### config.mk
export PLATFORM = sky130hd
export DESIGN_NAME = ddr_dmaster_b2p
export DESIGN_NICKNAME = d
export VERILOG_FILES = /design/src/rtl/ddr_dmaster_b2p.sv
export SDC_FILE = /design/constraint.sdc
export NUM_CORES = 1
export LEC_CHECK = 0
export CORE_MARGIN = 10
export CORE_UTILIZATION = 40
export CTS_CLUSTER_DIAMETER = 120
export DETAILED_ROUTE_END_ITERATION = 12
export GPL_TIMING_DRIVEN = 0
export MAX_ROUTING_LAYER = met4
export PLACE_DENSITY_LB_ADDON = 0.2
export SETUP_SLACK_MARGIN = 0.05
export SYNTH_ARGS = -nofsm -noshare
export SYNTH_HDL_FRONTEND = slang
export SYNTH_SLANG_ARGS = --single-unit
export TNS_END_PERCENT = 100
### constraint.sdc
create_clock -name clk -period 2.1 [get_ports clk]
set_input_delay 0.525 -clock clk [delete_from_list [all_inputs] [get_ports clk]]
set_output_delay 0.525 -clock clk [all_outputs]
set_load 0.02 [all_outputs]
### src/rtl/ddr_dmaster_b2p.sv
`default_nettype none
// ============================================================================
//  Module   : ddr_dmaster_b2p
//  Brief    : Avalon-ST bytes-to-packets converter for the DDR debug master.
//             Decodes the in-band SOP/EOP/channel/escape framing of an 8-bit
//             byte stream into packet beats with start/end/channel sidebands.
//  Revision : 1.0 - initial release
// ============================================================================
module ddr_dmaster_b2p #(
    parameter int CHANNEL_WIDTH = 8
) (
    input  logic                     clk,
    input  logic                     reset_n,
    input  logic                     in_valid,
    input  logic [7:0]               in_data,
    output logic                     in_ready,
    output logic                     out_valid,
    output logic [7:0]               out_data,
    output logic                     out_startofpacket,
    output logic                     out_endofpacket,
    output logic [CHANNEL_WIDTH-1:0] out_channel,
    input  logic                     out_ready
);

    localparam logic [7:0] C_SOP_BYTE  = 8'h7A;
    localparam logic [7:0] C_EOP_BYTE  = 8'h7B;
    localparam logic [7:0] C_CHAN_BYTE = 8'h7C;
    localparam logic [7:0] C_ESC_BYTE  = 8'h7D;
    localparam logic [7:0] C_ESC_XOR   = 8'h20;

    logic                     esc_pend;
    logic                     sop_pend;
    logic                     eop_pend;
    logic                     chan_pend;
    logic [CHANNEL_WIDTH-1:0] chan_reg;

    logic       accept;
    logic       is_literal;
    logic [7:0] literal;
    logic       load_beat;

    // The output register is the only buffer, so a byte can only be taken
    // when that register is empty or being drained this cycle.
    assign in_ready  = !out_valid || out_ready;
    assign accept    = in_valid && in_ready;
    assign load_beat = accept && is_literal && !chan_pend;

    // Classify the incoming byte: an escaped byte is always a literal.
    always_comb begin
        is_literal = 1'b0;
        literal    = in_data;
        if (esc_pend) begin
            is_literal = 1'b1;
            literal    = in_data ^ C_ESC_XOR;
        end else begin
            case (in_data)
                C_SOP_BYTE, C_EOP_BYTE, C_CHAN_BYTE, C_ESC_BYTE: is_literal = 1'b0;
                default:                                        is_literal = 1'b1;
            endcase
        end
    end

    // Framing state: escape, packet-boundary and channel-marker tracking.
    always_ff @(posedge clk or negedge reset_n) begin
        if (!reset_n) begin
            esc_pend  <= 1'b0;
            sop_pend  <= 1'b0;
            eop_pend  <= 1'b0;
            chan_pend <= 1'b0;
            chan_reg  <= '0;
        end else if (accept) begin
            if (esc_pend) begin
                esc_pend <= 1'b0;
            end else begin
                case (in_data)
                    C_ESC_BYTE:  esc_pend  <= 1'b1;
                    C_SOP_BYTE:  sop_pend  <= 1'b1;
                    C_EOP_BYTE:  eop_pend  <= 1'b1;
                    C_CHAN_BYTE: chan_pend <= 1'b1;
                    default:     ;
                endcase
            end
            // A literal following a channel marker is the channel number.
            if (is_literal && chan_pend) begin
                chan_reg  <= literal[CHANNEL_WIDTH-1:0];
                chan_pend <= 1'b0;
            end
            // Boundary flags are consumed by the beat they annotate.
            if (load_beat) begin
                sop_pend <= 1'b0;
                eop_pend <= 1'b0;
            end
        end
    end

    // Output beat register: loads a decoded literal, drains on handshake.
    always_ff @(posedge clk or negedge reset_n) begin
        if (!reset_n) begin
            out_valid         <= 1'b0;
            out_data          <= 8'h00;
            out_startofpacket <= 1'b0;
            out_endofpacket   <= 1'b0;
            out_channel       <= '0;
        end else if (load_beat) begin
            out_valid         <= 1'b1;
            out_data          <= literal;
            out_startofpacket <= sop_pend;
            out_endofpacket   <= eop_pend;
            out_channel       <= chan_reg;
        end else if (out_valid && out_ready) begin
            out_valid <= 1'b0;
        end
    end

endmodule
`default_nettype wire
==> run metrics <==
status completed; Via density 5.07; Clock Skews between 0.008 and 0.009 ns; PnR Total Power 1.41 mW; Port-buffer cells 30; total negative slack 0 ns; relative max-transition margin 55.0%; biggest area contributors in the synthesized netlist sky130_fd_sc_hd__dfrtp_1 (55%), sky130_fd_sc_hd__mux2_2 (8.8%), sky130_fd_sc_hd__mux2_4 (5.3%); DRT Wirelength 3.01 mm; type of the worst setup path input pin to flip-flop; number of global-route vias before repair 1081; # fillers 323; Lkg Pwr ~0.9 nW; Synth Net Count ~120; number of buffers on the longest clock path 2; PwrDens between 700 and 800 nW/µm²; initial core utilization a little over two fifths; Final Hold Violating Endpoints 0; height of the chip 79.3 µm; distinct cell type count after synthesis 32; portion of synthesized cell area occupied by the leading cell type a little under three fifths; number of top-level design ports 32; share of layout cells above drive strength 1 a little under a quarter; Critical Path Start Type input pin; Die Outline Area 6300 µm²; Setup violations, final 0; RD Place Congestion slightly above 0.8; detail-routed net length per standard cell 15.2 µm; capturing element type of the critical path flip-flop; Horiz. Die Dim between 70 and 80 µm; worst-skew pair later-pin latency around 0.34 ns; Worst Hold Slack 0.213 ns; drt drc 0; final antenna diode count 0; final cycle utilization of the critical path 95.0%; total count of max-transition violations in the final report 0; final antenna-violating net count 0; transition time at the pin with the least slew margin 0.675 ns; Max Fclk 501 MHz; number of antenna violations at the first check in global routing 0; overall fraction of global-route tracks in use 10.9%; Layout Cell Area excl Fill 1860 µm²; wire length of the first global-routing pass 5.26 mm; vias after detailed routing 1004; register clock-pin slew on the reported worst setup and hold paths about 0.10 ns; CP required between 2 and 2.5 ns; estimated wirelength of the detail-placed design roughly 2.2 mm; Yosys top cell by area sky130_fd_sc_hd__dfrtp_1; min-delay worst type input pin to async pin; Initial DRC Count 46; Max H-tree Level 2; setup repair after global routing missed its margin false; layout-stage area growth over the synthesis result 31.9%; clock sink count 31; worst-path fanout max 10; core area roughly 3400 µm²; area of the mapped netlist around 1400 µm²; number of instances in the synthesized netlist 112; sequential fraction of the synthesis area a little under three fifths; total of flip-flops plus latches after synthesis 31; row count 21; final critical-path required period 1.99 ns; number of maximum-capacitance constraint violations 0; dpl cell area 1770 µm²; Worst EP arrival about 2.2 ns; first-pass iteration count of the detailed router 4; Clock Root Buffer sky130_fd_sc_hd__clkbuf_4; TritonCTS clock tree built; Worst IR Drop VDD about 0.36 mV; total congestion overflow after global routing 0; number of warnings printed during yosys synthesis 0; number of buffers inserted during clock tree synthesis 5; number of hold buffers added after cts 0; Post-Synthesis Mean Instance Area ~13 µm²; number of nets in the layout ~160; maximum number of pins on one net before global-route repair 32
## per-stage QoR
step | std cells | utilization, % | setup WS (ns)
floorplan | 112 | - | 0.287
global placement | 188 | 52.5 | -0.324
detailed placement | 188 | 52.5 | -0.359
CTS | 197 | 54.9 | 0.0244
global route | 198 | 55.2 | 0.0308
finish | 198 | 55.2 | 0.105
## cells in the mapped netlist (all sizes together)
cell,count
a22o,2
o21a,3
nor4,1
o2bb2ai,1
nor2,7
nor2b,1
mux2i,2
dfrtp,31
and3,1
nand2b,2
or2,1
nand4b,1
o21ai,3
a22oi,2
buf,4
nand2,9
inv,5
mux2,16
o22ai,3
xnor2,2
o22a,4
nand4,2
and4b,1
nor3,4
nand3,4
## cells in the final DEF (no fill, tap or decap)
| cell type | Yosys | routed |
|---|---|---|
| sky130_fd_sc_hd__o22a_1 | 4 | 4 |
| sky130_fd_sc_hd__nand4b_1 | 1 | 1 |
| sky130_fd_sc_hd__nor3_1 | 3 | 3 |
| sky130_fd_sc_hd__and4b_1 | 1 | 1 |
| sky130_fd_sc_hd__buf_12 | 1 | 1 |
| sky130_fd_sc_hd__a22oi_1 | 2 | 2 |
| sky130_fd_sc_hd__o21ai_0 | 3 | 3 |
| sky130_fd_sc_hd__nor2b_1 | 1 | 1 |
| sky130_fd_sc_hd__nor3_2 | 1 | 1 |
| sky130_fd_sc_hd__clkbuf_2 | 0 | 1 |
| sky130_fd_sc_hd__buf_6 | 2 | 2 |
| sky130_fd_sc_hd__clkdlybuf4s50_1 | 0 | 22 |
| sky130_fd_sc_hd__nor2_2 | 0 | 1 |
| sky130_fd_sc_hd__mux2_2 | 11 | 11 |
| sky130_fd_sc_hd__o22ai_1 | 3 | 3 |
| sky130_fd_sc_hd__nor2_1 | 7 | 6 |
| sky130_fd_sc_hd__buf_2 | 0 | 1 |
| sky130_fd_sc_hd__nand4_1 | 2 | 2 |
| sky130_fd_sc_hd__xnor2_1 | 1 | 1 |
| sky130_fd_sc_hd__buf_4 | 1 | 3 |
| sky130_fd_sc_hd__inv_1 | 5 | 5 |
| sky130_fd_sc_hd__nand2_1 | 9 | 9 |
| sky130_fd_sc_hd__nand3_1 | 3 | 3 |
| sky130_fd_sc_hd__dlymetal6s2s_1 | 0 | 6 |
| sky130_fd_sc_hd__nor4_1 | 1 | 1 |
| sky130_fd_sc_hd__clkbuf_4 | 0 | 5 |
| sky130_fd_sc_hd__a22o_2 | 1 | 1 |
| sky130_fd_sc_hd__clkbuf_1 | 0 | 1 |
| sky130_fd_sc_hd__nand3_4 | 1 | 1 |
| sky130_fd_sc_hd__mux2i_1 | 2 | 2 |
| sky130_fd_sc_hd__nand2b_1 | 2 | 2 |
| sky130_fd_sc_hd__or2_1 | 1 | 1 |
| sky130_fd_sc_hd__a22o_1 | 1 | 1 |
| sky130_fd_sc_hd__mux2_4 | 5 | 5 |
| sky130_fd_sc_hd__clkbuf_8 | 0 | 2 |
| sky130_fd_sc_hd__o2bb2ai_1 | 1 | 1 |
| sky130_fd_sc_hd__xnor2_2 | 1 | 1 |
| sky130_fd_sc_hd__and3_1 | 1 | 1 |
| sky130_fd_sc_hd__dfrtp_1 | 31 | 31 |
| sky130_fd_sc_hd__o21a_1 | 3 | 3 |
## worst paths after layout
check,startpoint,endpoint,slack (ns),cells after the start
min reg2reg,chan_reg[5],chan_reg[5],0.50,1
min,reset_n,out_data[5],0.21,1
max in group asynchronous,reset_n,out_data[1],1.45,1
min in group clk,in_data[2],chan_reg[2],0.46,2
max reg2reg,esc_pend,out_channel[6],0.28,6
max,out_ready,out_channel[6],0.11,8
## kinds of logic after synthesis
group | Yosys count | share of synthesized area [%]
compound gates | 18 | 9.50
xor+xnor | 2 | 1.78
buf+inv | 9 | 4.88
simple gates | 34 | 13.2
flops | 31 | 55.1
mux | 18 | 15.5
## critical path, cell delays in order
cell and delay [ns]:
sky130_fd_sc_hd__clkdlybuf4s50_1 0.44, sky130_fd_sc_hd__nand2b_1 0.10, sky130_fd_sc_hd__buf_4 0.15, sky130_fd_sc_hd__nand3_4 0.14
sky130_fd_sc_hd__or2_1 0.27, sky130_fd_sc_hd__buf_6 0.16, sky130_fd_sc_hd__buf_12 0.15, sky130_fd_sc_hd__mux2_4 0.29
## power by group
group / switching [mW] / leakage (nW) / internal (mW)
combinational: 0.156 / 0.458 / 0.170
clock: 0.204 / 0.0386 / 0.197
sequential: 0.0325 / 0.401 / 0.654
## routing by layer
| metal | wire [µm] | global-route usage [%] |
|---|---|---|
| met1 | 1380 | 13.4 |
| met2 | 1350 | 15.4 |
| met3 | 193 | 4.62 |
| met4 | 80 | 4.48 |
| met5 | 0 | - |
## layout make-up
| cell class | instances | area, µm² | area share [%] |
|---|---|---|---|
| Tap cell | 46 | 57.6 | 3.10 |
| Timing Repair Buffer | 32 | 320 | 17.2 |
| Inverter | 5 | 18.8 | 1.01 |
| Clock buffer | 8 | 68.8 | 3.70 |
| Sequential cell | 31 | 776 | 41.8 |
| Multi-Input combinational cell | 72 | 567 | 30.5 |
| Buffer | 4 | 50.0 | 2.69 |
## timing repair
action,CTS,global route
setup buffers,1,1
resized for setup,3,7
setup endpoints to repair,10,13
pin swaps,2,3
No activity file was read; power rests on OpenSTA's default activity.
